$ cat config.mk
export PLATFORM = sky130hd
export DESIGN_NAME = result_writeback
export DESIGN_NICKNAME = d
export VERILOG_FILES = /design/src/rtl/result_writeback.sv
export SDC_FILE = /design/constraint.sdc
export NUM_CORES = 2
export LEC_CHECK = 0
export CAP_MARGIN = 20
export CORE_AREA = 2 2 445 447
export DETAILED_ROUTE_END_ITERATION = 6
export DIE_AREA = 0 0 447 449
export PLACE_DENSITY_LB_ADDON = 0.05
export SLEW_MARGIN = 0
export SYNTH_ARGS = -nofsm -noshare
export SYNTH_HDL_FRONTEND = slang
export SYNTH_SLANG_ARGS = --single-unit
export TNS_END_PERCENT = 20
$ cat constraint.sdc
create_clock -name clk -period 51.5 [get_ports clk]
set_clock_uncertainty 0.1 [all_clocks]
set_input_delay 7.725 -clock clk [delete_from_list [all_inputs] [get_ports clk]]
set_output_delay 7.725 -clock clk [all_outputs]
set_load 0.02 [all_outputs]
$ cat src/rtl/result_writeback.sv
// result_writeback
//   Write-side initiator toward the memory block. Takes 512-bit result lines from
//   the pipeline on a valid/ready port and buffers them in a small FIFO. It issues
//   one write per line at consecutive cache-line addresses starting at base_addr.
//   After the last line it writes one status line at base_addr + num_results.
//   Only one write is ever outstanding.
//
//   Ports
//     clk, rst            clock; asynchronous active-high reset
//     start               1-cycle job start, only sampled while idle
//     base_addr           first line address (latched on start)
//     num_results         number of result lines in the job (latched on start)
//     res_valid/res_data  result line input
//     res_ready           line accepted this cycle
//     write_request_valid 1-cycle write request pulse
//     address/write_data  request payload, held until write_done
//     write_done          memory completed the outstanding write
//     busy                job in progress
//     done                1-cycle pulse after the status write completes
//     lines_written       result lines completed in the current/last job
module result_writeback #(
    parameter int ADDR_W     = 32,
    parameter int DATA_W     = 512,
    parameter int FIFO_DEPTH = 4,
    parameter int CNT_W      = 16
) (
    input  logic              clk,
    input  logic              rst,
    input  logic              start,
    input  logic [ADDR_W-1:0] base_addr,
    input  logic [CNT_W-1:0]  num_results,
    input  logic              res_valid,
    input  logic [DATA_W-1:0] res_data,
    output logic              res_ready,
    output logic              write_request_valid,
    output logic [ADDR_W-1:0] address,
    output logic [DATA_W-1:0] write_data,
    input  logic              write_done,
    output logic              busy,
    output logic              done,
    output logic [CNT_W-1:0]  lines_written
);

    localparam int PTR_W = $clog2(FIFO_DEPTH);

    typedef enum logic [2:0] {
        S_IDLE,
        S_FILL,
        S_ISSUE,
        S_WAIT,
        S_STATUS_ISSUE,
        S_STATUS_WAIT,
        S_DONE
    } state_t;

    state_t            state;
    logic [ADDR_W-1:0] base_q;
    logic [CNT_W-1:0]  num_q;
    logic [CNT_W-1:0]  acc_cnt;

    logic [DATA_W-1:0] fifo_mem [FIFO_DEPTH];
    logic [PTR_W-1:0]  wr_ptr;
    logic [PTR_W-1:0]  rd_ptr;
    logic [PTR_W:0]    fifo_cnt;
    logic              fifo_full;
    logic              fifo_empty;
    logic              push;
    logic              pop;
    logic [DATA_W-1:0] status_word;

    assign fifo_full  = (fifo_cnt == (PTR_W+1)'(FIFO_DEPTH));
    assign fifo_empty = (fifo_cnt == '0);
    assign busy       = (state != S_IDLE);
    // Accept only while the job still owes lines; anything beyond num_results
    // is left on the input port.
    assign res_ready  = busy && !fifo_full && (acc_cnt < num_q);
    assign push       = res_valid && res_ready;
    // The head line is moved into write_data as FILL hands over to ISSUE.
    assign pop        = (state == S_FILL) && !fifo_empty;

    // Status line: completed count in the low bits, valid flag just above it.
    always_comb begin
        status_word             = '0;
        status_word[CNT_W-1:0]  = lines_written;
        status_word[CNT_W]      = 1'b1;
    end

    // Storage needs no reset; occupancy is tracked by the pointers below.
    always_ff @(posedge clk) begin
        if (push) fifo_mem[wr_ptr] <= res_data;
    end

    always_ff @(posedge clk or posedge rst) begin
        if (rst) begin
            wr_ptr   <= '0;
            rd_ptr   <= '0;
            fifo_cnt <= '0;
        end else begin
            if (push) wr_ptr <= wr_ptr + PTR_W'(1);
            if (pop)  rd_ptr <= rd_ptr + PTR_W'(1);
            unique case ({push, pop})
                2'b10:   fifo_cnt <= fifo_cnt + (PTR_W+1)'(1);
                2'b01:   fifo_cnt <= fifo_cnt - (PTR_W+1)'(1);
                default: fifo_cnt <= fifo_cnt;
            endcase
        end
    end

    always_ff @(posedge clk or posedge rst) begin
        if (rst) begin
            state               <= S_IDLE;
            base_q              <= '0;
            num_q               <= '0;
            acc_cnt             <= '0;
            lines_written       <= '0;
            address             <= '0;
            write_data          <= '0;
            write_request_valid <= 1'b0;
            done                <= 1'b0;
        end else begin
            if (push) acc_cnt <= acc_cnt + CNT_W'(1);

            case (state)
                S_IDLE: begin
                    if (start) begin
                        base_q        <= base_addr;
                        num_q         <= num_results;
                        acc_cnt       <= '0;
                        lines_written <= '0;
                        state         <= (num_results == '0) ? S_STATUS_ISSUE : S_FILL;
                    end
                end
                S_FILL: begin
                    if (!fifo_empty) begin
                        write_data          <= fifo_mem[rd_ptr];
                        address             <= base_q + ADDR_W'(lines_written);
                        write_request_valid <= 1'b1;
                        state               <= S_ISSUE;
                    end
                end
                // Request pulse is visible during this state only.
                S_ISSUE: begin
                    write_request_valid <= 1'b0;
                    state               <= S_WAIT;
                end
                S_WAIT: begin
                    if (write_done) begin
                        lines_written <= lines_written + CNT_W'(1);
                        state <= ((lines_written + CNT_W'(1)) == num_q) ? S_STATUS_ISSUE : S_FILL;
                    end
                end
                S_STATUS_ISSUE: begin
                    address             <= base_q + ADDR_W'(num_q);
                    write_data          <= status_word;
                    write_request_valid <= 1'b1;
                    state               <= S_STATUS_WAIT;
                end
                S_STATUS_WAIT: begin
                    write_request_valid <= 1'b0;
                    if (write_done && !write_request_valid) begin
                        done  <= 1'b1;
                        state <= S_DONE;
                    end
                end
                S_DONE: begin
                    done  <= 1'b0;
                    state <= S_IDLE;
                end
                default: state <= S_IDLE;
            endcase
        end
    end

endmodule
==> impl_metrics.ini <==
[placement]
gp_congestion = 0.8345
portBuffers = 1128
hpwl_um = 168400

[worst_setup_path]
r2r-start = num_q[9]
crit_path_end_kind = flop
critPathSlowestCell = buf_4
start_kind = input pin
path_cells = clkdlybuf4s50_1 -> and3_4 -> buf_4 -> buf_4 -> buf_4
crit_type = input pin to flop
rr_worst_depth = 11
crit_path_start = res_valid
cp_num_buf_inv = 4
crit_fanout = 64
r2r-end = fifo_mem[2][17]
critPathArrivalTime_ns = 11.99
cp_top_family = buffers and inverters
cp.required_ns = 51.91
cpPeakStageDelay_ns = 0.88
reg2reg_slack_ns = 45.59
cpMostUsedCell = buf_4

[routing]
vias_per_cell = 5.676
routedWlPerCell_um = 26.95
wirelength_um = 266900
firstDrtPassIters = 5
drc = 0
via_count = 56196
drtIter0Drc = 4249
postRouteAntennaNets = 0

[global_routing]
overflow = 0
grt_pass1_wl_um = 386900
antenna_found_initial = 158
track_usage_pct = 26.48
grt_pass1_vias = 56991
grt_max_degree = 165

[synthesis]
synthFlopType = edfxtp_1
netlist_area_sq_um = 100800
synthMuxAreaShare_pct = 11.50
syn_nets = 6389
yosys_warnings = 0
synth-seq-cells = 2684
synth_adder_area_share_pct = 0.5112
synth-compound-area-share_pct = 1.382
ys_types = 61
async_flop_share_pct = 23.70
synthSimpleGateAreaFrac_pct = 7.968
synth-xor-area-share_pct = 0.4777
yosysSeqAreaShare_pct = 76.77
synthCells = 5784
synth_edf_count = 2048
synth_top_family_by_area = multiplexers
synth.avg_cell_area_sq_um = 17.43

[sta]
hold_viol = 0
max_freq_mhz = 86.39
slew_violations = 0
fin_tns_setup_ns = 0
worstMarginPinSlew_ns = 1.138
rsz0062_at_grt = false
period_needed_ns = 11.58
max-slew-margin-rel_pct = 24.13
min_period_over_period_pct = 22.48
setup_viol = 0

[pwr]
p_seq_share_pct = 41.5
powerDensity_nw_per_um2 = 62.21
clockPowerShare_pct = 26.0
internal-power_w = 0.005172
ir_drop_mv = 0.06134
power_switching_w = 0.002561
switching_share_pct = 33.12
p_leak_nw = 45.17
p_comb_share_pct = 32.5

[layout]
final_common_cell = edfxtp_1
fin_util_pct = 63.36
most-common-layout-cells = 2048 x edfxtp_1, 1221 x nand2_1, 1128 x clkdlybuf4s50_1
synthToLayoutAreaGrowth_pct = 23.26
drive_gt1_share_pct = 14.13
final_nets = 7559

[cts]
cts_setup_buffers = 0
root_buffer = clkbuf_16
h-tree-depth = 5
path_clk_slew_ns = 0.06
cts_max_path_buffers = 4
postCtsHoldBufs = 0
clk_latency_ns = 0.91
clock-sinks = 2684
cts_resized = 0
numCtsBuffers = 292
cts_tree = done

[worst_hold_path]
hold_class = flop to flop
hold_path_end = address[25]
whs_path_depth = 2
hp-start = address[25]

[die]
start_util_pct = 51.40
die_w_um = 447
io_pins = 1129
rows = 163
die_h_um = 449
coreArea_sq_um = 196200
dieArea_sq_um = 200700

[outcome]
outcome = finished clean

[run]
maxCapViolCount = 0
==> stage by stage <==
stage / setup slack (ns) / instance area (sq um) / total power (W) / hold slack (ns) / instances
floorplan: 25.86 / 100800 / 0.004881 / 0.3523 / 5784
global placement: 38.87 / 114900 / 0.005776 / 0.3632 / 9299
detailed placement: 38.89 / 114900 / 0.005806 / 0.3702 / 9299
CTS: 39.86 / 124000 / 0.007824 / 0.3823 / 9806
global route: 39.68 / 124300 / 0.008106 / 0.4059 / 9885
finish: 39.92 / 124300 / 0.007733 / 0.3757 / 9901
==> routing by layer <==
layer  part of all wire (%)  vias to the layer above  track usage, %  wire [um]
met5                   0.20                        -               0        539
met4                    6.4                       80           16.98      17030
met3                    6.5                      648           5.851      17460
met2                     49                     1933           41.82     131200
met1                     38                    29080           33.33     100600
li1                       -                    24455               -          -
==> power by group through the flow <==
stage / Clock, W / Sequential (W) / Combinational [W]
after CTS: 0.00204 / 0.00322 / 0.00256
after global placement: 0 / 0.00324 / 0.00254
final: 0.00201 / 0.00321 / 0.00251
after detailed placement: 0 / 0.00325 / 0.00255
after global routing: 0.00213 / 0.00325 / 0.00272
after floorplan: 0 / 0.00356 / 0.00132
==> worst max path at each step <==
stage	endpoint	slack [ns]	cells past startpoint
finish	fifo_mem[2][17]	39.92	5
global route	fifo_mem[2][17]	39.68	5
CTS	fifo_mem[2][17]	39.86	5
detailed placement	fifo_mem[2][17]	38.89	5
global placement	fifo_mem[2][17]	38.87	5
floorplan	acc_cnt[0]	25.86	1
==> cells by family after synthesis <==
group	Yosys count
AO/OA/AOI/OAI	232
XOR/XNOR	55
adder cells (fa/ha/maj)	40
buffers and inverters	366
flip-flops	2684
multiplexers	518
AND/OR/NAND/NOR	1889
==> sequential cells by signal, indices dropped and copies added, names as in the netlist, 3 cells and up <==
signal,flops
acc_cnt,16
address,32
base_q,32
fifo_cnt,3
fifo_mem,2048
lines_written,16
num_q,16
state,3
write_data,512
==> worst reg2reg max path, stage by stage (launching register included) <==
cell     delay [ns]
dfrtp_1        0.39
inv_1          0.10
ha_1           0.32
a21o_1         0.18
a21o_1         0.17
a21oi_1        0.20
o211a_1        0.25
and2_1         0.29
and3_4         0.81
buf_4          0.85
buf_4          0.84
buf_4          0.97
==> Yosys cell counts (all sizes together), types with 10 or more instances <==
cell type,number,area share [%]
edfxtp,2048,61
buf,91,0.37
inv,34,0.13
ha,38,0.47
xnor2,27,0.23
nand4,21,0.13
a31oi,23,0.14
a21oi,39,0.19
nor2,46,0.18
o31ai,25,0.19
and3,18,0.12
nand2,1221,4.5
dfrtp,636,16
nand3,526,2.6
mux4,512,11
or4,11,0.086
o21ai,96,0.48
xor2,28,0.24
clkbuf,241,0.90
nor3,10,0.050
==> final cells by class <==
cell class	count	area [sq um]
sequential	2684	77420
fill	14257	71890
multi-input combinational	2734	22060
timing repair buffer	1208	12020
clock buffer	385	7998
tap	2640	3303
clock inverter	122	1116
antenna	94	235.2
inverter	34	142.6
No activity file was read; power rests on OpenSTA's default activity.
